`config.mk`:
```
export PLATFORM = sky130hd
export DESIGN_NAME = regfile_arbiter
export DESIGN_NICKNAME = d
export VERILOG_FILES = /design/src/rtl/regfile_arbiter.sv
export SDC_FILE = /design/constraint.sdc
export NUM_CORES = 1
export LEC_CHECK = 0
export BUFFER_PORTS_ARGS = -buffer_cell sky130_fd_sc_hd__buf_2
export CORE_AREA = 8 8 111 113
export DETAILED_ROUTE_END_ITERATION = 8
export DIE_AREA = 0 0 119 121
export PLACE_DENSITY = 0.7
export SETUP_SLACK_MARGIN = 0.5
export SKIP_CTS_REPAIR_TIMING = 1
export SYNTH_ARGS = -nofsm -noshare
export SYNTH_HDL_FRONTEND = slang
export SYNTH_SLANG_ARGS = --single-unit
```
`constraint.sdc`:
```
create_clock -name clock -period 2.7 [get_ports clock]
set_clock_uncertainty 0.1 [all_clocks]
set_input_delay 0.54 -clock clock [delete_from_list [all_inputs] [get_ports clock]]
set_output_delay 0.54 -clock clock [all_outputs]
set_load 0.03 [all_outputs]
```
`src/rtl/regfile_arbiter.sv`:
```
// Shares the single register-file port between write-back, decode and debug,
// with starvation promotion for debug and a debug halt mode.
module regfile_arbiter #(
   parameter int unsigned STARVE_LIMIT = 4
) (
   input  logic        clock,
   input  logic        reset_n,
   input  logic        wb_req,
   input  logic [4:0]  wb_addr,
   input  logic [31:0] wb_data,
   output logic        wb_gnt,
   input  logic        id_req,
   input  logic [4:0]  id_addr_a,
   input  logic [4:0]  id_addr_b,
   output logic        id_gnt,
   output logic        id_rvalid,
   output logic [31:0] id_data_a,
   output logic [31:0] id_data_b,
   input  logic        dbg_req,
   input  logic        dbg_we,
   input  logic [4:0]  dbg_addr,
   input  logic [31:0] dbg_wdata,
   output logic        dbg_gnt,
   output logic        dbg_rvalid,
   output logic [31:0] dbg_rdata,
   input  logic        dbg_halt,
   output logic        halted,
   output logic [4:0]  rf_read_addr_a,
   output logic [4:0]  rf_read_addr_b,
   output logic [4:0]  rf_write_address,
   output logic [31:0] rf_write_data,
   output logic        rf_reg_write,
   input  logic [31:0] rf_data_a,
   input  logic [31:0] rf_data_b
);
   localparam int unsigned CNT_W = $clog2(STARVE_LIMIT + 1);
   localparam int unsigned AW    = 5;
   localparam int unsigned DW    = 32;

   typedef enum logic [1:0] {RUN, DRAIN, HALTED} state_t;
   typedef enum logic [1:0] {OWN_NONE, OWN_ID, OWN_DBG} owner_t;

   state_t           state, state_nxt;
   owner_t           rd_owner, rd_owner_nxt;
   logic [CNT_W-1:0] starve_cnt, starve_cnt_nxt;
   logic [AW-1:0]    addr_a_q, addr_b_q, waddr_q;
   logic [DW-1:0]    wdata_q;
   logic             pipe_ok;
   logic             dbg_starved;

   assign pipe_ok     = (state == RUN);
   assign dbg_starved = (starve_cnt == CNT_W'(STARVE_LIMIT));

   // One grant per cycle; nothing is granted while reset is held.
   always_comb begin
      wb_gnt  = 1'b0;
      id_gnt  = 1'b0;
      dbg_gnt = 1'b0;
      if (reset_n) begin
         if (dbg_req && (dbg_starved || !pipe_ok)) dbg_gnt = 1'b1;
         else if (pipe_ok && wb_req)               wb_gnt  = 1'b1;
         else if (pipe_ok && id_req)               id_gnt  = 1'b1;
         else if (dbg_req)                         dbg_gnt = 1'b1;
      end
   end

   // Port drive; without a grant the previous addresses and data are held.
   always_comb begin
      rf_reg_write     = 1'b0;
      rf_write_address = waddr_q;
      rf_write_data    = wdata_q;
      rf_read_addr_a   = addr_a_q;
      rf_read_addr_b   = addr_b_q;
      if (wb_gnt) begin
         rf_reg_write     = 1'b1;
         rf_write_address = wb_addr;
         rf_write_data    = wb_data;
      end else if (dbg_gnt && dbg_we) begin
         rf_reg_write     = 1'b1;
         rf_write_address = dbg_addr;
         rf_write_data    = dbg_wdata;
      end else if (id_gnt) begin
         rf_read_addr_a = id_addr_a;
         rf_read_addr_b = id_addr_b;
      end else if (dbg_gnt) begin
         rf_read_addr_a = dbg_addr;
         rf_read_addr_b = dbg_addr;
      end
   end

   // Next-state for halt FSM, read owner and debug starvation counter.
   always_comb begin
      state_nxt      = state;
      rd_owner_nxt   = OWN_NONE;
      starve_cnt_nxt = starve_cnt;
      unique case (state)
         RUN:     if (dbg_halt) state_nxt = DRAIN;
         DRAIN:   if (!dbg_halt) state_nxt = RUN;
                  else if (rd_owner != OWN_ID) state_nxt = HALTED;
         HALTED:  if (!dbg_halt) state_nxt = RUN;
         default: state_nxt = RUN;
      endcase
      if (id_gnt)                  rd_owner_nxt = OWN_ID;
      else if (dbg_gnt && !dbg_we) rd_owner_nxt = OWN_DBG;
      if (!dbg_req || dbg_gnt)     starve_cnt_nxt = '0;
      else if (!dbg_starved)       starve_cnt_nxt = starve_cnt + CNT_W'(1);
   end

   always_ff @(posedge clock or negedge reset_n) begin
      if (!reset_n) begin
         state      <= RUN;
         halted     <= 1'b0;
         rd_owner   <= OWN_NONE;
         starve_cnt <= '0;
         addr_a_q   <= '0;
         addr_b_q   <= '0;
         waddr_q    <= '0;
         wdata_q    <= '0;
      end else begin
         state      <= state_nxt;
         halted     <= (state_nxt == HALTED);
         rd_owner   <= rd_owner_nxt;
         starve_cnt <= starve_cnt_nxt;
         addr_a_q   <= rf_read_addr_a;
         addr_b_q   <= rf_read_addr_b;
         waddr_q    <= rf_write_address;
         wdata_q    <= rf_write_data;
      end
   end

   assign id_rvalid  = (rd_owner == OWN_ID);
   assign dbg_rvalid = (rd_owner == OWN_DBG);
   assign id_data_a  = rf_data_a;
   assign id_data_b  = rf_data_b;
   assign dbg_rdata  = rf_data_a;

endmodule

```
**Word-level counts from Yosys, hierarchy flattened**

Index checks and enable logic that the tools add are counted.

- Add/subtract/negate cells: 1
- Equal/unequal tests: 8
- Muxes and demuxes: 35
- Reduce and logical (&&, ||, !) cells: 11

Operator list:

| cell | count |
|---|---|
| two-way mux 32 bit | 2 |
| two-way mux 5 bit | 10 |
| two-way mux 1 bit | 14 |
| two-way mux 2 bit | 6 |
| equality test 2 bit, second input constant | 3 |
| two-way mux 3 bit | 2 |
| one-hot mux 2 bit (3 select lines) | 1 |
| logical AND 1 bit | 5 |
| equality test 2 x 1 -> 1 bit, second input constant | 2 |
| != test 2 x 1 -> 1 bit, second input constant | 2 |
| adder 3 x 1 -> 3 bit, second input constant | 1 |
| equality test 3 bit, second input constant | 1 |
| logical NOT 1 bit | 3 |
| logical NOT 2 bit | 1 |
| logical OR 1 bit | 2 |

- Bits in registers: 55
- Output and inout port bits: 150

**Depth between registers and ports, before layout**

Gate-level depths: netlist (run 1).

- Depth in word-level cells: 10
- Mapped depth: 9
- Mapped depth without buffers: 6

**Worst setup path before layout (run 1)**

OpenSTA, ideal clock, no wires.

- Path type: input -> output
- From: input id_req
- To: output rf_write_data[10]
- Arrival time: 2,064 ps
- Data required time: 2,060 ps
- Slack: -4 ps
- Stages on the path: 5
- Buffers on the path: 1
- Path through: or2_4 -> a31oi_4 -> buf_4 -> mux2i_1 -> o21ai_0

- Word-level cells in the longest chain between the ends: 8

RTL lines:

| what | RTL line | text |
|---|---|---|
| from (decl) | 12 | `input logic id_req,` |
| logical AND 1 bit | 62 | `else if (pipe_ok && id_req) id_gnt = 1'b1;` |
| two-way mux 1 bit | 62 |  |
| two-way mux 1 bit | 61 | `else if (pipe_ok && wb_req) wb_gnt = 1'b1;` |
| two-way mux 1 bit | 60 | `if (dbg_req && (dbg_starved \|\| !pipe_ok)) dbg_gnt = 1'b1;` |
| two-way mux 1 bit | 59 | `if (reset_n) begin` |
| logical AND 1 bit | 78 | `end else if (dbg_gnt && dbg_we) begin` |
| two-way mux 32 bit | 78 |  |
| two-way mux 32 bit | 74 | `if (wb_gnt) begin` |
| to (decl) | 31 | `output logic [31:0] rf_write_data,` |

No other way between the ends.

**Final worst setup path (run 1)**

- From: register starve_cnt[1]
- To: output rf_write_data[6]

- Word-level cells in the longest chain between the ends: 8

RTL lines:

| what | RTL line | text |
|---|---|---|
| from (decl) | 45 | `logic [CNT_W-1:0] starve_cnt, starve_cnt_nxt;` |
| from (signal assigned) | 123 | `starve_cnt <= starve_cnt_nxt;` |
| equality test 3 bit (*) | 52 | `assign dbg_starved = (starve_cnt == CNT_W'(STARVE_LIMIT));` |
| logical OR 1 bit (*) | 60 |  |
| logical AND 1 bit (*) | 60 |  |
| two-way mux 1 bit | 60 |  |
| two-way mux 1 bit | 59 |  |
| logical AND 1 bit | 78 |  |
| two-way mux 32 bit | 78 |  |
| two-way mux 32 bit (*) | 74 |  |

Mark *: on every way between the ends. The rest lies on a longest branch, timed or not.

==> impl_metrics.py, run 1 <==
metrics = {
    "status": {
        "status": "finished with violations",
        "violations": "setup timing",
    },
    "route": {
        "routed_wl_um": 9767,
        "wl_met2_um": 4939,
        "top_layer": "met4",
        "drc": 0,
        "vias": 2557,
        "drt_pass1_iterations": 4,
        "drt-met1-wl_um": 3871,
        "wl_per_cell_um": 17.86,
        "wl_met3_um": 743,
        "postRouteAntennaNets": 0,
        "drtIter0Drc": 62,
        "viasPerCell": 4.675,
    },
    "cells_and_area": {
        "num_antenna_cells": 0,
        "area_growth_pct": 39.60,
        "regArea_um2": 1376,
        "final_nets": 563,
        "fill_cells": 1000,
        "fin_cells": 547,
        "multi_input_area_um2": 1643,
        "drive_gt1_share_pct": 63.88,
    },
    "worst_setup_path": {
        "startpoint_type": "register",
        "crit_chain": "inv_2 > ha_4 > nand2_4 > a31oi_4 > buf_4 > clkbuf_16 > mux2i_4 > o21ai_4 > buf_2",
        "end_kind": "primary output",
        "timing.rr.start": "starve_cnt[0]",
        "rr_worst_depth": 10,
        "critPathSlowestCell": "dfrtp_1",
        "critPathMaxStageDelay_ns": 0.42,
        "path_class": "reg -> out",
        "rr_endpoint": "addr_a_q[2]",
        "crit_path_max_fanout": 10,
        "crit_buf_inv": 4,
        "ff2ff_setup_slack_ns": 0.75,
        "crit_required_ns": 2.06,
        "arrival_ns": 2.13,
        "crit_family": "buffers and inverters",
        "crit_path_start": "starve_cnt[1]",
    },
    "power_and_ir_drop": {
        "intPower_mw": 2.030,
        "p_sw_mw": 1.371,
        "p_seq_share_pct": 34.7,
        "cellLeakagePower_nw": 2.034,
        "power_density_nw_per_um2": 739.9,
        "p_clk_share_pct": 13.3,
        "vdd_drop_max_mv": 0.3543,
        "p_comb_share_pct": 52.1,
        "p_sw_share_pct": 40.32,
    },
    "global_route": {
        "grt_max_degree": 41,
        "grt_pass1_wl_um": 13660,
        "overflow": 0,
        "grt_pass1_vias": 2674,
        "antenna_found_initial": 0,
        "grt_usage_pct": 11.46,
    },
    "floorplanning": {
        "core_um2": 10600,
        "num_rows": 38,
        "start_util_pct": 31.05,
        "die_x_um": 119,
        "io_pins": 305,
        "die_area_um2": 14400,
        "die_height_um": 121,
    },
    "yosys": {
        "synth_top_area_share_pct": 41.81,
        "synth-seq-cells": 55,
        "syn_area_um2": 3292,
        "ys.flop_type": "dfrtp_1",
        "syn_inst": 336,
        "avgSynthCellArea_um2": 9.797,
        "yosysMostFrequentCell": "buf_4",
        "ys_top_cells_by_area": "dfrtp_1, buf_4, mux2i_1, nand2_1, o21ai_1",
        "ys_warn_count": 0,
        "synth-edff-count": 0,
        "yosys.cell_types.count": 31,
        "ys_top_cells_by_count": "buf_4, dfrtp_1, nand2_1",
        "synth_nets": 493,
        "yosys.area.top_type": "dfrtp_1",
        "async_flop_share_pct": 100.0,
        "seq_area_frac_synth_pct": 41.81,
    },
    "placement": {
        "dp_hpwl_um": 6814,
        "io_buffers": 144,
        "routabilityCongestion": 0.7849,
        "place_inst": 520,
    },
    "clock_tree": {
        "clk_pin_slew_ns": 0.10,
        "tritoncts": "built",
        "cts_root_buf": "clkbuf_8",
        "cts_buffer_depth": 2,
        "h-tree-depth": 2,
        "cts_inserted_buffers": 5,
        "clk_latency_ns": 0.30,
        "cts.sinks": 55,
    },
    "sta": {
        "worst_slack_ns": -0.06943,
        "post-route-period-util_pct": 102.6,
        "rsz0062_at_grt": "yes",
        "relSlewSlack_pct": 73.96,
        "min_period_ns": 2.769,
        "report.final.hold_viol_count": 0,
        "setup_viol": 28,
        "worst_pin_slew_ns": 0.3906,
        "worst_hold_slack_ns": 0.1075,
        "fmax_mhz": 361.1,
        "finalMaxSlewViolations": 0,
    },
    "job": {
        "maxCapViolCount": 0,
    },
    "min_path": {
        "hold_class": "in -> async",
    },
}
metal layers:
metal | vias up | GRT usage [%]
li1 | 1190 | -
met4 | 0 | 4.664
met3 | 37 | 4.700
met5 | - | 0
met2 | 118 | 19.56
met1 | 1212 | 12.41
worst max path at each step:
stage                                    to  slack (ns)  cells past startpoint
after floorplan           rf_read_addr_a[0]        0.09                      4
after global placement     rf_write_data[2]        0.12                      7
after detailed placement  rf_read_addr_a[2]        0.08                      9
after CTS                 rf_read_addr_a[2]       -0.29                      9
after global routing      rf_read_addr_a[3]       -0.19                     10
final                      rf_write_data[6]       -0.07                      9
power groups by stage:
stage,Combinational (mW),Sequential [mW],Clock (mW)
finish,1.77,1.18,0.452
global route,1.87,1.20,0.528
CTS,1.41,1.13,0.488
detailed placement,1.41,1.14,0
global placement,1.38,1.13,0
floorplan,1.26,1.13,0
registers in the layout, indices dropped and copies added (netlist names):
signal,flops
starve_cnt,3
rd_owner,2
addr_a_q,5
state,2
waddr_q,5
addr_b_q,5
wdata_q,32
halted,1
logic make-up after synthesis:
family | after synthesis | synth area share [%]
buffers and inverters | 117 | 25.47
and+or+nand+nor | 62 | 8.286
AOI/OAI and AO/OA | 61 | 11.86
DFF | 55 | 41.81
muxes | 38 | 11.55
adders and majority gates | 2 | 0.7600
xor gates and xnor gates | 1 | 0.2661
stage by stage:
| step | worst slack (ns) | instance area, µm² | TNS (ns) | util (%) | power [mW] |
|---|---|---|---|---|---|
| after floorplan | 0.09490 | 3595 | 0 | - | 2.389 |
| after global placement | 0.1196 | 3802 | 0 | 35.86 | 2.511 |
| after detailed placement | 0.08002 | 3802 | 0 | 35.86 | 2.552 |
| after CTS | -0.2886 | 3884 | -7.561 | 36.63 | 3.027 |
| after global routing | -0.1896 | 4596 | -5.631 | 43.34 | 3.594 |
| final | -0.06943 | 4596 | -1.047 | 43.34 | 3.401 |
worst register-to-register path, cell delays in order (launching register included):
cell	delay, ns
dfrtp_1	0.41
inv_2	0.06
ha_4	0.17
nand2_4	0.08
a31oi_4	0.09
buf_6	0.15
buf_12	0.13
a211oi_4	0.20
buf_6	0.22
a2bb2oi_4	0.17
buf_4	0.12
layout make-up:
class	instances	share of cell area (%)
repair buffers	175	28.23
clock buffers	7	1.661
multi-input cells	164	35.75
well taps	140	3.812
inverters	5	0.4901
clock inverters	1	0.1089
flip-flops and latches	55	29.95
cells in the final DEF (no fill, tap or decap), types with 2 or more instances in the layout:
cell type / instances
buf_2: 124
dfrtp_1: 55
nand2_1: 41
o21ai_2: 32
buf_6: 23
mux2i_1: 17
mux2i_4: 14
buf_4: 14
o22ai_1: 10
a2bb2oi_4: 9
mux2i_2: 7
clkbuf_16: 6
buf_12: 6
clkbuf_8: 5
o21ai_4: 4
nor2_1: 4
nand3_1: 3
nor2b_1: 3
inv_2: 2
nor2_4: 2
inv_1: 2
and2_1: 2
clkbuf_1: 2
Power figures use the tool's default switching activity.
==> inputs of run 2 (changes only) <==
- BUFFER_PORTS_ARGS: -buffer_cell sky130_fd_sc_hd__buf_2 -> unset
- CORE_AREA: 8 8 111 113 -> 8 8 112 114
- DIE_AREA: 0 0 119 121 -> 0 0 120 122
- DONT_BUFFER_PORTS: unset -> 1
- PLACE_DENSITY: 0.7 -> unset
==> impl_metrics.py, run 2 (synthesis gave the netlist of run 1 again) <==
metrics = {
    "worst_setup_path": {
        "startpoint_type": "register",
        "path_class": "reg -> out",
        "critPathSlowestCell": "dfrtp_1",
        "critPathMaxStageDelay_ns": 0.40,
        "arrival_ns": 2.11,
        "end_kind": "primary output",
        "crit_required_ns": 2.06,
        "crit_path_max_fanout": 5,
        "crit_chain": "inv_2 > ha_4 > nand2_4 > a31oi_4 > buf_12 > buf_16 > mux2i_2 > o21ai_2 > buf_6",
        "rr_worst_depth": 8,
    },
    "global_route": {
        "antenna_found_initial": 0,
        "grt_max_degree": 60,
        "grt_usage_pct": 10.32,
        "overflow": 0,
        "grt_pass1_vias": 2134,
        "grt_pass1_wl_um": 12010,
    },
    "sta": {
        "post-route-period-util_pct": 101.8,
        "worst_slack_ns": -0.04991,
        "report.final.hold_viol_count": 0,
        "rsz0062_at_grt": "yes",
        "fmax_mhz": 363.6,
        "worst_pin_slew_ns": 0.6427,
        "setup_viol": 26,
        "relSlewSlack_pct": 57.07,
        "min_period_ns": 2.750,
        "finalMaxSlewViolations": 0,
    },
    "cells_and_area": {
        "num_antenna_cells": 0,
        "fin_cells": 422,
        "final_cell_mix": "dfrtp_1, nand2_1, o21ai_4",
        "top_register": "wdata_q",
        "fill_cells": 1002,
        "largest_reg_flops": 32,
        "stdcell_area_um2": 4338,
        "drive_gt1_share_pct": 53.90,
        "final_nets": 440,
        "area_growth_pct": 31.77,
        "layout_commonest_cell": "dfrtp_1",
    },
    "clock_tree": {
        "cts.sinks": 55,
        "tritoncts": "built",
        "cts_inserted_buffers": 5,
        "cts_root_buf": "clkbuf_8",
        "h-tree-depth": 2,
        "cts_buffer_depth": 2,
        "clk_latency_ns": 0.31,
        "clk_pin_slew_ns": 0.09,
    },
    "placement": {
        "place_inst": 385,
        "dp_hpwl_um": 6265,
        "dp_slack_ns": 0.1012,
        "io_buffers": 0,
        "dpl_cell_area_um2": 3149,
        "routabilityCongestion": 0.7099,
    },
    "status": {
        "violations": "setup timing",
        "status": "finished with violations",
    },
    "power_and_ir_drop": {
        "vdd_drop_max_mv": 0.3232,
        "power_density_nw_per_um2": 771.8,
        "total_power_mw": 3.348,
        "cellLeakagePower_nw": 1.585,
    },
    "job": {
        "maxCapViolCount": 0,
    },
    "route": {
        "viasPerCell": 5.114,
        "drtIter0Drc": 49,
        "wl_per_cell_um": 22.48,
        "routed_wl_um": 9487,
        "vias": 2158,
        "drc": 0,
        "postRouteAntennaNets": 0,
        "drt_pass1_iterations": 4,
    },
    "floorplanning": {
        "core_um2": 10700,
        "die_height_um": 122,
        "io_pins": 305,
        "start_util_pct": 30.77,
        "die_x_um": 120,
        "die_area_um2": 14640,
        "num_rows": 38,
    },
    "min_path": {
        "hold_depth": 1,
        "hold_class": "in -> reg",
    },
}
run 2: area by class of cell:
type	instances	area [µm²]	area share, %
flip-flops and latches	55	1376	31.73
inverters	5	26.28	0.6057
clock buffers	6	72.57	1.673
multi-input cells	164	2006	46.24
repair buffers	52	681.9	15.72
well taps	140	175.2	4.038
run 2: where the power goes:
group          switching (mW)  internal (mW)
Clock                   0.261          0.174
Sequential              0.163           1.05
Combinational           0.967          0.736
run 2: through the flow:
step / setup TNS, ns / utilization (%) / hold slack (ns)
floorplan: 0 / - / 0.1444
global placement: 0 / 29.44 / 0.1461
detailed placement: 0 / 29.44 / 0.1466
CTS: -8.699 / 30.12 / -0.2065
global route: -4.968 / 40.55 / 0.1647
finish: -0.6613 / 40.55 / 0.1784
run 2: per-layer routing:
layer	GRT usage [%]	wire (µm)	vias to the layer above
li1	-	-	928
met1	10.60	3527	1074
met2	17.57	4842	127
met3	4.813	804	29
met4	5.074	312	0
met5	0	0	-
run 2: worst max-delay path, delay by kind of cell, from the launching register on:
kind                       cells  cell delay (ns)
muxes                          1             0.24
buffers and inverters          4             0.54
and+or+nand+nor                1             0.07
AOI/OAI and AO/OA              2             0.37
adders and majority gates      1             0.17
DFF                            1             0.40
run 2: worst paths after layout:
path	startpoint	endpoint	slack, ns
max reg2reg	starve_cnt[0]	wdata_q[9]	0.67
max	starve_cnt[0]	rf_write_address[3]	-0.05
min reg2reg	addr_b_q[4]	addr_b_q[4]	0.48
max in group asynchronous	reset_n	waddr_q[4]	1.59
min	dbg_we	rd_owner[1]	0.18
min in group asynchronous	reset_n	wdata_q[23]	0.68
